--- src/rtl/fetch_request_unit.sv ---
// Fetch/data sequencer for the single-cycle core: walks FETCH -> EXEC -> (DATA) and holds the PC via ramfull.
// Optional stall/retire counters are built when FETCH_REQUEST_STATS_EN is defined.
module fetch_request_unit #(
    parameter int WORD_W = 32,
    parameter int STAT_W = 16
) (
    input  logic              CLK,
    input  logic              RST,
    input  logic [WORD_W-1:0] imemaddr,
    output logic [WORD_W-1:0] iaddr,
    output logic              imemREN,
    input  logic              ihit,
    input  logic [WORD_W-1:0] iload,
    output logic [WORD_W-1:0] instr,
    output logic              instr_valid,
    input  logic              dren_req,
    input  logic              dwen_req,
    input  logic              halt,
    input  logic [WORD_W-1:0] dmemaddr_in,
    input  logic [WORD_W-1:0] dmemstore_in,
    output logic              dmemREN,
    output logic              dmemWEN,
    output logic [WORD_W-1:0] dmemaddr,
    output logic [WORD_W-1:0] dmemstore,
    input  logic              dhit,
    input  logic [WORD_W-1:0] dload,
    output logic [WORD_W-1:0] dload_q,
    output logic              ramfull,
    output logic              halted
`ifdef FETCH_REQUEST_STATS_EN
    ,
    output logic [STAT_W-1:0] istall_cnt,
    output logic [STAT_W-1:0] dstall_cnt,
    output logic [STAT_W-1:0] retire_cnt
`endif
);

    typedef enum logic [1:0] {
        FETCH = 2'd0,
        EXEC  = 2'd1,
        DATA  = 2'd2,
        HALT  = 2'd3
    } state_t;

    state_t state, state_next;
    logic   rd_q, wr_q;
    logic   data_req;

    assign iaddr    = imemaddr;
    assign data_req = dren_req | dwen_req;

    always_ff @(posedge CLK) begin
        if (RST) state <= FETCH;
        else     state <= state_next;
    end

    always_comb begin
        state_next = state;
        case (state)
            FETCH: if (ihit) state_next = EXEC;
            EXEC: begin
                if (halt)          state_next = HALT;
                else if (data_req) state_next = DATA;
                else               state_next = FETCH;
            end
            DATA:  if (dhit) state_next = FETCH;
            HALT:  state_next = HALT;
            default: state_next = FETCH;
        endcase
    end

    // Reset overrides the enables and the hold combinationally so a
    // reset seen mid-access drops the request in that very cycle.
    always_comb begin
        imemREN     = 1'b0;
        dmemREN     = 1'b0;
        dmemWEN     = 1'b0;
        ramfull     = 1'b1;
        instr_valid = 1'b0;
        halted      = 1'b0;
        case (state)
            FETCH: imemREN = 1'b1;
            EXEC: begin
                instr_valid = 1'b1;
                if (!halt && !data_req) ramfull = 1'b0;
            end
            DATA: begin
                dmemWEN = wr_q;
                dmemREN = rd_q;
                if (dhit) ramfull = 1'b0;
            end
            HALT: halted = 1'b1;
            default: ;
        endcase
        if (RST) begin
            imemREN = 1'b0;
            dmemREN = 1'b0;
            dmemWEN = 1'b0;
            ramfull = 1'b1;
        end
    end

    // A store-and-load request is treated as a store; rd_q and wr_q are
    // therefore never both set.
    always_ff @(posedge CLK) begin
        if (RST) begin
            instr     <= '0;
            dmemaddr  <= '0;
            dmemstore <= '0;
            dload_q   <= '0;
            rd_q      <= 1'b0;
            wr_q      <= 1'b0;
        end else begin
            case (state)
                FETCH: if (ihit) instr <= iload;
                EXEC: begin
                    if (!halt && data_req) begin
                        dmemaddr  <= dmemaddr_in;
                        dmemstore <= dmemstore_in;
                        rd_q      <= dren_req & ~dwen_req;
                        wr_q      <= dwen_req;
                    end
                end
                DATA: if (dhit && rd_q) dload_q <= dload;
                default: ;
            endcase
        end
    end

`ifdef FETCH_REQUEST_STATS_EN
    logic istall_inc, dstall_inc, retire_inc;

    assign istall_inc = (state == FETCH) && !ihit;
    assign dstall_inc = (state == DATA) && !dhit;
    assign retire_inc = !ramfull;

    // Counters saturate; HALT never satisfies any increment, so they freeze there.
    always_ff @(posedge CLK) begin
        if (RST) begin
            istall_cnt <= '0;
            dstall_cnt <= '0;
            retire_cnt <= '0;
        end else begin
            if (istall_inc && istall_cnt != '1) istall_cnt <= istall_cnt + 1'b1;
            if (dstall_inc && dstall_cnt != '1) dstall_cnt <= dstall_cnt + 1'b1;
            if (retire_inc && retire_cnt != '1) retire_cnt <= retire_cnt + 1'b1;
        end
    end
`else
    logic [STAT_W-1:0] stat_unused;
    assign stat_unused = '0;
`endif

endmodule

--- config.mk ---
export PLATFORM = sky130hd
export DESIGN_NAME = fetch_request_unit
export DESIGN_NICKNAME = d
export VERILOG_FILES = /design/src/rtl/fetch_request_unit.sv
export SDC_FILE = /design/constraint.sdc
export NUM_CORES = 1
export LEC_CHECK = 0
export ABC_AREA = 1
export BUFFER_PORTS_ARGS = -buffer_cell sky130_fd_sc_hd__buf_2
export CELL_PAD_IN_SITES_DETAIL_PLACEMENT = 0
export CELL_PAD_IN_SITES_GLOBAL_PLACEMENT = 1
export CORE_MARGIN = 2
export CORE_UTILIZATION = 30
export CTS_CLUSTER_DIAMETER = 30
export DETAILED_ROUTE_END_ITERATION = 6
export PLACE_DENSITY = 0.95
export SETUP_SLACK_MARGIN = 0.15
export SYNTH_ARGS = -nofsm -noshare
export SYNTH_HDL_FRONTEND = slang
export SYNTH_SLANG_ARGS = --single-unit
--- constraint.sdc ---
create_clock -name CLK -period 2 [get_ports CLK]
set_input_delay 0.1 -clock CLK [delete_from_list [all_inputs] [get_ports CLK]]
set_output_delay 0.1 -clock CLK [all_outputs]
set_load 0.005 [all_outputs]
# == Yosys cells after proc, flatten, opt, wreduce, memory -nomap -nowiden ==
# Index checks and enable logic that the tools add are counted.
# op_classes
eq_ne,5
n_mux,17
bitwise,3
reduce_logical,10
# ops
op,n
$mux 1,11
$mux 2,4
$pmux 2 s4,1
$reduce_and 2->1,4
$eq 2x2->1 const B,2
$ne 2x2->1 const B,2
$logic_and 1x1->1,3
$eq 2x1->1 const B,1
$logic_not 1->1,2
$logic_not 2->1,1
$pmux 1 s2,1
$and 1x1->1,1
$not 1->1,1
$or 1x1->1,1
# totals
register_bits,132
in_bits,167
out_inout_bits,166
word_cells,42

# == Longest topological paths before layout ==
# Gate-level depths: netlist of run 1.
# logic_depth
depth_word,6
depth_mapped,8
mapped_depth_nobuf,7

# == Worst setup path before layout of run 1 ==
# No wires, ideal clock.
# synth_path
path_type,reg2reg
startpoint,register state[0]
endpoint,register dload_q[4]
setup_ps,70
arrival_ps,1335
t_required_ps,1930
setup_slack_ps,595
stages_incl_launch_ff,7
path_buffers,1
period_less_slack_ps,1405
cell_sequence,dfxtp_1 -> inv_1 -> ha_1 -> nand3_1 -> clkbuf_1 -> o21ai_0 -> a21oi_1
# synth_between
elab_chain_len,2
# synth_lines
element,line_no,rtl
from (decl),45,"state_t state, state_next;"
from (signal assigned),54,else state <= state_next;
$eq 2x2->1,114,case (state)
$reduce_and 2->1 (no line),--,
to (signal assigned),124,DATA: if (dhit && rd_q) dload_q <= dload;
to (decl),27,"output logic [WORD_W-1:0] dload_q,"
# No other way between the ends.
# A chain may end at the register's enable or synchronous reset.

# == Final worst setup path of run 1 ==
# layout_path
startpoint,register state[1]
endpoint,output ramfull
# layout_between
elab_chain_len,3
elab_cells_between_ends,4
cone_classes,eq/ne: 2; mux: 2
# layout_lines
element,line_no,rtl
$eq 2x2->1 / $eq 2x1->1 (equally long branches),81,case (state)
$pmux 1 s2 *,81,
$mux 1 *,95,if (RST) begin
to (decl),28,"output logic ramfull,"
# Mark *: on every way between the ends. The rest lies on a longest branch, timed or not.

==> results of run 1 <==
[Yosys cell counts]
| cell type | n |
|---|---|
| sky130_fd_sc_hd__ha_1 | 5 |
| sky130_fd_sc_hd__nor2_1 | 71 |
| sky130_fd_sc_hd__inv_2 | 1 |
| sky130_fd_sc_hd__inv_1 | 40 |
| sky130_fd_sc_hd__buf_1 | 1 |
| sky130_fd_sc_hd__nand3_1 | 2 |
| sky130_fd_sc_hd__o21ai_0 | 59 |
| sky130_fd_sc_hd__nand4_1 | 1 |
| sky130_fd_sc_hd__buf_2 | 8 |
| sky130_fd_sc_hd__buf_6 | 4 |
| sky130_fd_sc_hd__a21oi_1 | 101 |
| sky130_fd_sc_hd__nand2_1 | 142 |
| sky130_fd_sc_hd__nor3_2 | 1 |
| sky130_fd_sc_hd__dfxtp_1 | 132 |
| sky130_fd_sc_hd__buf_4 | 36 |
| sky130_fd_sc_hd__clkbuf_1 | 24 |
| sky130_fd_sc_hd__o21ai_1 | 7 |
[state kept, by name, summed over array words and instances, names as in the netlist]
signal     cells
dmemstore     32
state          2
instr         32
dload_q       32
wr_q           1
rd_q           1
dmemaddr      32
[area by class of cell]
| cell class | count | area, sq um | area share (%) |
|---|---|---|---|
| antenna | 1 | 2.502 | 0.03088 |
| clock buffer | 22 | 464.2 | 5.729 |
| clock inverter | 9 | 81.33 | 1.004 |
| inverter | 41 | 153.9 | 1.899 |
| multi-input combinational | 389 | 1738 | 21.45 |
| sequential | 132 | 2643 | 32.61 |
| tap | 220 | 275.3 | 3.397 |
| timing repair buffer | 406 | 2745 | 33.88 |
[cells by family (layout without fill, tap and decap cells)]
logic type | after synthesis | after routing | share of synthesized area [%]
flops | 132 | 132 | 53.17
fa+ha+maj | 5 | 5 | 1.259
buf+inv | 114 | 478 | 12.13
simple gates | 217 | 217 | 16.62
compound gates | 167 | 167 | 16.82
other cells | 0 | 1 | 0
[per-layer routing]
layer,track usage [%],up-vias
met5,0,-
met4,9.020,0
met3,7.165,35
met2,31.89,250
met1,19.43,2389
li1,-,2691
[per-stage QoR]
stage                     utilization [%]  cells
final                               49.39   1220
after global routing                49.37   1219
after CTS                           49.37   1219
after floorplan                         -    635
after detailed placement            38.30   1061
after global placement              38.30   1061
[worst max-delay path by stage]
stage / from / end / slack (ns) / depth (start not counted)
detailed placement: state[0] / instr[2] / 0.33 / 7
CTS: state[1] / ramfull / 0.24 / 5
global placement: state[0] / instr[30] / 0.36 / 7
finish: state[1] / ramfull / 0.26 / 5
global route: state[1] / ramfull / 0.15 / 5
floorplan: state[0] / dload_q[4] / 0.60 / 6
[power groups by stage]
stage	clock [mW]	sequential, mW	combinational, mW
2_1_floorplan	0	2.96	0.485
6_report	2.88	2.89	1.08
3_3_place_gp	0	2.94	0.866
3_5_place_dp	0	2.94	0.873
5_1_grt	3.10	2.91	1.20
4_1_cts	2.98	2.89	1.07
[placed cells by master, fill, tap and decap left out]
cell type                       Yosys  layout
sky130_fd_sc_hd__buf_2              8     268
sky130_fd_sc_hd__dfxtp_1          132     132
sky130_fd_sc_hd__o21ai_0           59      59
sky130_fd_sc_hd__dlygate4sd3_1      0     127
sky130_fd_sc_hd__clkinvlp_4         0       3
sky130_fd_sc_hd__nand4_1            1       1
sky130_fd_sc_hd__nand3_1            2       1
sky130_fd_sc_hd__buf_12             0       4
sky130_fd_sc_hd__inv_1             40      40
sky130_fd_sc_hd__clkbuf_16          0      17
sky130_fd_sc_hd__diode_2            0       1
sky130_fd_sc_hd__nand2_2            0       1
sky130_fd_sc_hd__nor3_4             0       1
sky130_fd_sc_hd__a21oi_1          101     101
sky130_fd_sc_hd__nor2_1            71      71
sky130_fd_sc_hd__inv_2              1       1
sky130_fd_sc_hd__ha_1               5       5
sky130_fd_sc_hd__clkbuf_1          24       3
sky130_fd_sc_hd__o21ai_1            7       7
sky130_fd_sc_hd__nand3_2            0       1
sky130_fd_sc_hd__clkinv_2           0       4
sky130_fd_sc_hd__clkbuf_8           0       2
sky130_fd_sc_hd__buf_4             36       7
sky130_fd_sc_hd__nand2_1          142     141
sky130_fd_sc_hd__clkinv_4           0       1
sky130_fd_sc_hd__bufinv_16          0       1
[worst reg2reg max path: stages, from the launching register on]
cell,delay (ns)
sky130_fd_sc_hd__dfxtp_1,0.33
sky130_fd_sc_hd__inv_1,0.11
sky130_fd_sc_hd__ha_1,0.32
sky130_fd_sc_hd__inv_2,0.08
sky130_fd_sc_hd__nor3_4,0.22
sky130_fd_sc_hd__buf_12,0.26
sky130_fd_sc_hd__nand2_1,0.13
sky130_fd_sc_hd__a21oi_1,0.17
[what timing repair did]
action | 4_1_cts | 5_1_grt
hold buffers | 127 | 0
hold endpoints to repair | 127 | 0
setup endpoints to repair | 0 | 0
resized for setup | 0 | 0
==> impl_metrics.tcl, run 1 <==
set metrics [dict create \
    hpwl_mm 10.12 \
    final_antenna_net_count 0 \
    drive_above_1_share_pct 31.13 \
    met2_wirelength_mm 8.053 \
    max_clock_freq_mhz 573.8 \
    worst_slack_ns 0.2572 \
    worstPathCellList "inv_1 > ha_1 > o21ai_0 > nand4_1 > buf_2" \
    tritoncts.num_buffers 17 \
    synth-warning-count 0 \
    synthesis.nets 807 \
    cts_buffer_depth 2 \
    synth_seq_area_share_pct 53.17 \
    cts_setup_buffers 0 \
    preCtsSetupSlack_ns 0.3287 \
    final.fill_count 1511 \
    type_of_the_worst_setup_path "register to primary output" \
    synth_top_area_share_pct 53.17 \
    synth_cells 635 \
    run_status "finished clean" \
    worstHoldPathType "input pin to register" \
    route.top_layer_used "met4" \
    num_rows 47 \
    static-leakage-power_nw 3.728 \
    synth.area.top_cells "sky130_fd_sc_hd__dfxtp_1 53%, sky130_fd_sc_hd__nand2_1 11%, sky130_fd_sc_hd__a21oi_1 10%" \
    combPwrFrac_pct 15.8 \
    ys_ff_latch 132 \
    met1_length_mm 6.404 \
    whs_ns 0.02484 \
    timing.final.max_slew_violations 0 \
    synthDistinctLibCells 17 \
    dr_drc_count 0 \
    switchingPower_mw 1.745 \
    grt_pass1_wl_mm 25.77 \
    syn_avg_cell_area_sq_um 7.826 \
    switching_share_pct 25.45 \
    worstPathMaxFanout 6 \
    crit_buf_inv 2 \
    post_drt_via_cell_ratio 4.398 \
    timing.critical_path.required_ns 1.90 \
    globalRouteOverflowTotal 0 \
    layout.cell_area.non_filler_sq_um 8103 \
    cell_internal_pwr_mw 5.111 \
    peakVddDrop_uv 526.8 \
    relative_contribution_of_the_clock_network_to_total_power_pct 42.0 \
    layout_min_cycle_time_ns 1.743 \
    maximum_number_of_pins_on_one_net_before_global_route_repair 66 \
    detailedRoute.firstPassIterationCount 4 \
    fin_nets 1159 \
    finalSetupTns_ns 0 \
    final-hold-violation-count 0 \
    hold_end "instr[3]" \
    cpLargestDelayFamily "flip-flops" \
    p_r_area_growth_vs_syn_pct 63.04 \
    clock_latency_ns 0.41 \
    arrival_ns 1.64 \
    routability_congestion_estimate_from_global_placement 0.7388 \
    power.density_cell_area_nw_per_um2 846.1 \
    clkTransAtPathRegs_ns 0.06 \
    finalCritPeriodShare_pct 87.14 \
    max_slew.worst_pin.slew_ns 0.5904 \
    die_area_sq_um 17610 \
    numPortBuffers 268 \
    end_kind "primary output" \
    critPathLaunchType "register" \
    number_of_antenna_violations_at_the_first_check_in_global_routing 0 \
    maxCapViolCount 0 \
    grt.total_usage_pct 18.36 \
    ctsHtreeMaxLevel 4 \
    core_footprint_sq_um 16410 \
    dr_total_vias 5365 \
    io_pins 333 \
    wire_length_reported_by_the_detailed_router_mm 16.35 \
    fp.dieH_um 132.7 \
    delay_of_the_slowest_cell_on_the_worst_path_ns 0.33 \
    timing.reg2reg.setup_slack_ns 0.30 \
    critPathSlowestCell "sky130_fd_sc_hd__dfxtp_1" \
    die_width_um 132.7 \
    clock_tree_from_tritoncts "done" \
    wire_per_inst_um 13.40 \
    hold_path_startpoint "iload[3]" \
    rr_startpoint "state[1]" \
    totalPowerFinal_mw 6.856 \
    report.final.setup_viol 0 \
    clockRootBuffer "sky130_fd_sc_hd__clkbuf_16" \
    worst_hold_path_cell_count 3 \
    synth.largest_area_cell "sky130_fd_sc_hd__dfxtp_1" \
    initial_core_util_pct 30.29 \
    placed_area_sq_um 6284 \
    critical_path.reg2reg.endpoint "dmemstore[22]" \
    timing.slew.headroom_pct 60.64 \
    fin_skew_ns 0.008103 \
    starting_drc_count_in_detailed_routing 213 \
    first_global_vias 5295 \
    setup_repair_after_global_routing_missed_its_margin "false" \
    wl_met3_mm 1.409 \
    cts.sink_count 132 \
    netlist_area_sq_um 4970 \
    power_frac_seq_pct 42.2 \
    ff2ff_path_depth 7 \
]
(Power assumes the default switching activity.)
==> run 2, diff against run 1 <==
PLACE_DENSITY = 0.84   (was 0.95)
==> run 2 against run 1 <==
  * Global-route usage down 0.50 points
  * Total power up 2.2%
  * Fmax up 3.2%
  * Non-clock buffer count up 4
  * Routed wire length down 0.26%
  * Sequential share of layout area down 0.28 points
  * Largest cell class unchanged
  * Highest routed layer unchanged
==> impl_metrics.tcl, run 2 (synthesis gave the netlist of run 1 again) <==
set metrics [dict create \
    worstPathMaxFanout 13 \
    report.final.setup_viol 0 \
    ff2ff_path_depth 6 \
    p_r_area_growth_vs_syn_pct 64.48 \
    maxCapViolCount 0 \
    wire_length_reported_by_the_detailed_router_mm 16.31 \
    final_antenna_net_count 0 \
    timing.final.max_slew_violations 0 \
    starting_drc_count_in_detailed_routing 171 \
    power.density_cell_area_nw_per_um2 856.9 \
    totalPowerFinal_mw 7.004 \
    relative_contribution_of_the_clock_network_to_total_power_pct 43.2 \
    io_pins 333 \
    max_slew.worst_pin.slew_ns 0.4191 \
    clkTransAtPathRegs_ns 0.06 \
    dr_drc_count 0 \
    max_clock_freq_mhz 591.9 \
    hpwl_mm 9.992 \
    whs_ns 0.007900 \
    preCtsSetupSlack_ns 0.3130 \
    setup_repair_after_global_routing_missed_its_margin "false" \
    diodes 0 \
    power_frac_seq_pct 41.3 \
    globalRouteOverflowTotal 0 \
    timing.slew.headroom_pct 72.06 \
    combPwrFrac_pct 15.5 \
    detailedRoute.firstPassIterationCount 4 \
    wire_per_inst_um 13.33 \
    cell_internal_pwr_mw 5.211 \
    arrival_ns 1.98 \
    die_width_um 132.7 \
    critPathSlowestCell "sky130_fd_sc_hd__dfxtp_1" \
    num_rows 47 \
    ctsHtreeMaxLevel 4 \
    switchingPower_mw 1.793 \
    final-seq-area_sq_um 2643 \
    core_footprint_sq_um 16410 \
    run_status "finished clean" \
    grt.total_usage_pct 17.87 \
    clockRootBuffer "sky130_fd_sc_hd__clkbuf_16" \
    post_drt_via_cell_ratio 4.386 \
    finalSetupTns_ns 0 \
    final_core_util_pct 49.82 \
    clock_tree_from_tritoncts "done" \
    cts.sink_count 132 \
    commonest_cells_after_routing_fill_and_taps_aside "268 x sky130_fd_sc_hd__buf_2, 141 x sky130_fd_sc_hd__nand2_1, 132 x sky130_fd_sc_hd__dfxtp_1" \
    fp.dieH_um 132.7 \
    end_kind "register" \
    numPortBuffers 268 \
    layout_min_cycle_time_ns 1.689 \
    dr_total_vias 5364 \
    routability_congestion_estimate_from_global_placement 0.7398 \
    drive_above_1_share_pct 31.80 \
    final-hold-violation-count 0 \
    timing.critical_path.required_ns 2.29 \
    die_area_sq_um 17610 \
    worst_hold_path_cell_count 3 \
    critPathLaunchType "register" \
    worst_slack_ns 0.3106 \
    worstHoldPathType "input pin to register" \
    number_of_antenna_violations_at_the_first_check_in_global_routing 0 \
    worstPathCellList "inv_1 > ha_1 > nand3_2 > buf_4 > o21ai_0 > a21oi_1" \
    grt_pass1_wl_mm 25.57 \
    delay_of_the_slowest_cell_on_the_worst_path_ns 0.33 \
    switching_share_pct 25.60 \
    fin_nets 1163 \
    fin_skew_ns 0.01126 \
    peakVddDrop_uv 505.2 \
    static-leakage-power_nw 3.768 \
    multi_input_comb_area_sq_um 1740 \
    cts_buffer_depth 2 \
    finalCritPeriodShare_pct 84.47 \
    commonest_non_fill_non_tap_cell_in_the_layout "sky130_fd_sc_hd__buf_2" \
    maximum_number_of_pins_on_one_net_before_global_route_repair 66 \
    tritoncts.num_buffers 17 \
    type_of_the_worst_setup_path "register to register" \
    final.fill_count 1556 \
    initial_core_util_pct 30.29 \
    first_global_vias 5425 \
    clock_latency_ns 0.41 \
]
-- run 2: changes by cell type in the layout (fill, tap and decap cells not counted), sizes merged --
cell / previous run / this run
bufinv: 1 / 2
clkbuf: 22 / 19
inv: 41 / 42
buf: 279 / 282
clkinvlp: 3 / 2
clkinv: 5 / 8
diode: 1 / 0
-- run 2: what timing repair did --
action,in CTS,in global routing
hold endpoints to repair,128,0
endpoints found under the setup margin,0,19
resized for setup,0,3
buffers inserted,0,0
hold buffers,127,0
-- run 2: per-stage QoR --
stage,area [sq um],cells
6_report,8174,1223
5_1_grt,8174,1223
4_1_cts,8152,1222
3_5_place_dp,6306,1064
3_3_place_gp,6306,1064
2_1_floorplan,4970,635
-- run 2: path summary, 6_finish.rpt --
path | slack, ns | from | end
hold / removal | 0.008 | iload[1] | instr[1]
hold reg to reg | 0.44 | dload_q[16] | dload_q[16]
setup reg to reg | 0.31 | state[0] | dload_q[15]
setup / recovery | 0.31 | state[0] | dload_q[15]
-- run 2: critical path, delay by kind of cell (launching register included) --
kind	cells	cell delay [ns]
buf+inv	2	0.40
flops	1	0.33
simple gates	1	0.30
compound gates	2	0.28
fa+ha+maj	1	0.26
-- run 2: power by group through the flow --
stage | clock (mW) | sequential, mW | combinational, mW
floorplan | 0 | 2.96 | 0.485
global placement | 0 | 2.94 | 0.874
detailed placement | 0 | 2.95 | 0.875
CTS | 3.12 | 2.89 | 1.07
global route | 3.24 | 2.91 | 1.22
finish | 3.03 | 2.89 | 1.09
-- run 2: cell type report --
class	instances	area share (%)
clock inverter	13	1.653
multi-input combinational	389	21.29
clock buffer	18	5.373
tap	220	3.368
inverter	41	1.883
sequential	132	32.33
timing repair buffer	410	34.10
-- run 2: per-layer routing --
layer / GRT usage, % / share of wire, % / up-vias
met5: 0 / 0 / -
met4: 9.558 / 3.6 / 0
met3: 5.402 / 7.6 / 45
met2: 31.03 / 47 / 233
met1: 19.57 / 42 / 2384
li1: - / - / 2702
==> run 3, diff against run 2 <==
CORE_UTILIZATION = 25   (was 30)
PLACE_DENSITY = 0.74   (was 0.84)
clock period = 1.5 ns   (was 2 ns; I/O delays follow)
==> run 3 against run 2 <==
  * Via count rose by 6.5%
  * Core utilization rose by 1.4 points
  * Sequential share of layout area fell by 5.7 points
  * Largest cell class unchanged
  * Setup slack got worse by 0.40 ns
  * Global-route usage fell by 0.27 points
  * The run now ends with hold timing, setup timing left
  * Die area rose by 19%
  * Largest power group unchanged
==> impl_metrics.tcl, run 3 (synthesis gave the netlist of run 1 again) <==
set metrics [dict create \
    finalCritPeriodShare_pct 106.0 \
    wire_per_inst_um 14.77 \
    drive_above_1_share_pct 46.88 \
    routability_congestion_estimate_from_global_placement 0.7347 \
    critPathSlowestCell "sky130_fd_sc_hd__dfxtp_4" \
    ctsHtreeMaxLevel 4 \
    starting_drc_count_in_detailed_routing 223 \
    globalRouteOverflowTotal 0 \
    fp.dieH_um 145.0 \
    worstPathCellList "inv_4 > ha_4 > buf_6 > buf_4 > nand2_8 > buf_8 > buf_12 > buf_16 > nand2_1 > a21oi_2" \
    die_area_sq_um 21020 \
    setup_repair_after_global_routing_missed_its_margin "true" \
    delay_of_the_slowest_cell_on_the_worst_path_ns 0.38 \
    timing.critical_path.required_ns 1.84 \
    die_width_um 145.0 \
    layout.cell_area.non_filler_sq_um 9961 \
    clkTransAtPathRegs_ns 0.06 \
    fin_skew_ns 0.007227 \
    critPathLaunchType "register" \
    report.final.setup_viol 47 \
    dr_drc_count 0 \
    grt_pass1_wl_mm 29.53 \
    fin_nets 1218 \
    post_drt_via_cell_ratio 4.318 \
    power.density_cell_area_nw_per_um2 1043 \
    cts.sink_count 132 \
    final_antenna_net_count 0 \
    end_kind "register" \
    first_global_vias 5616 \
    clock_tree_from_tritoncts "done" \
    commonest_cells_after_routing_fill_and_taps_aside "267 x sky130_fd_sc_hd__buf_2, 130 x sky130_fd_sc_hd__dfxtp_1, 128 x sky130_fd_sc_hd__dlygate4sd3_1" \
    tritoncts.num_buffers 17 \
    grt.total_usage_pct 17.59 \
    worstHoldPathType "input pin to register" \
    clock_latency_ns 0.41 \
    dr_total_vias 5713 \
    switchingPower_mw 2.711 \
    maxCapViolCount 0 \
    num_rows 51 \
    peakVddDrop_uv 719.8 \
    static-leakage-power_nw 4.482 \
    holdBufCountCts 128 \
    initial_core_util_pct 25.54 \
    placed_area_sq_um 6495 \
    final-hold-violation-count 1 \
    totalPowerFinal_mw 10.39 \
    switching_share_pct 26.10 \
    final.fill_count 1748 \
    timing.slew.headroom_pct 72.82 \
    maximum_number_of_pins_on_one_net_before_global_route_repair 66 \
    p_r_area_growth_vs_syn_pct 100.4 \
    run_status "finished with violations" \
    relative_contribution_of_the_clock_network_to_total_power_pct 40.8 \
    worst_slack_ns -0.09053 \
    whs_ns -0.004178 \
    max_slew.worst_pin.slew_ns 0.4077 \
    timing.final.max_slew_violations 0 \
    failed_checks "hold timing, setup timing" \
    diodes 0 \
    detailedRoute.firstPassIterationCount 4 \
    numPortBuffers 268 \
    type_of_the_worst_setup_path "register to register" \
    power_frac_seq_pct 37.3 \
    dp_cells 1118 \
    worstPathMaxFanout 7 \
    core_footprint_sq_um 19460 \
    combPwrFrac_pct 21.8 \
    arrival_ns 1.94 \
    max_clock_freq_mhz 628.7 \
    cell_internal_pwr_mw 7.675 \
    io_pins 333 \
    cts_buffer_depth 2 \
    number_of_antenna_violations_at_the_first_check_in_global_routing 1 \
    commonest_non_fill_non_tap_cell_in_the_layout "sky130_fd_sc_hd__buf_2" \
    clockRootBuffer "sky130_fd_sc_hd__clkbuf_16" \
    wire_length_reported_by_the_detailed_router_mm 19.54 \
    hpwl_mm 10.67 \
    finalNonFillerCells 1323 \
    layout_min_cycle_time_ns 1.591 \
]
## run 3: stage by stage
stage / setup TNS [ns] / setup slack [ns] / hold slack [ns] / utilization (%)
detailed placement: -0.01704 / -0.006878 / 0.1500 / 33.37
finish: -1.890 / -0.09053 / -0.004178 / 51.18
CTS: -1.634 / -0.07688 / -0.05104 / 48.52
global placement: 0 / 0.06582 / 0.1500 / 33.37
floorplan: 0 / 0.1158 / 0.2177 / -
global route: -5.184 / -0.1486 / -0.01240 / 51.18
## run 3: area by class of cell
class	count	area (sq um)	area share, %
multi-input cells	389	2333	23.43
flip-flops and latches	132	2650	26.60
clock inverters	7	96.34	0.9672
well taps	265	331.6	3.329
clock buffers	24	501.7	5.037
inverters	41	161.4	1.620
repair buffers	465	3886	39.02
## run 3: worst max-delay path, delay by kind of cell (launching register included)
| family | cells | cell delay, ns |
|---|---|---|
| buffers and inverters | 6 | 0.68 |
| DFF | 1 | 0.38 |
| and+or+nand+nor | 2 | 0.17 |
| adders and majority gates | 1 | 0.16 |
| AOI/OAI and AO/OA | 1 | 0.13 |
## run 3: power by group through the flow
stage | Combinational [mW] | Sequential (mW) | Clock (mW)
global placement | 1.23 | 3.92 | 0
detailed placement | 1.23 | 3.93 | 0
CTS | 2.02 | 3.86 | 4.37
global route | 2.45 | 3.91 | 4.57
floorplan | 0.648 | 3.94 | 0
finish | 2.27 | 3.88 | 4.24
## run 3: worst paths after layout
| path | endpoint | slack (ns) | cells past startpoint | from |
|---|---|---|---|---|
| worst min-delay path | wr_q | -0.004 | 3 | dwen_req |
| worst min register to register | dload_q[20] | 0.44 | 2 | dload_q[20] |
| worst max register to register | dmemaddr[12] | -0.09 | 10 | state[1] |
| worst max-delay path | dmemaddr[12] | -0.09 | 10 | state[1] |
## run 3: routing by layer
metal / GRT usage (%) / up-vias / share of wire, %
li1: - / 2841 / -
met1: 20.05 / 2656 / 41
met2: 31.19 / 197 / 52
met3: 5.849 / 17 / 6.4
met4: 5.248 / 2 / 1.0
met5: 0 / - / 0.036
## run 3: what timing repair did
item | in CTS | in global routing
cloned | 15 | 5
pin swaps | 22 | 41
buffers inserted | 24 | 2
resized for setup | 139 | 118
endpoints found under the hold margin | 129 | 1
setup endpoints to repair | 131 | 137
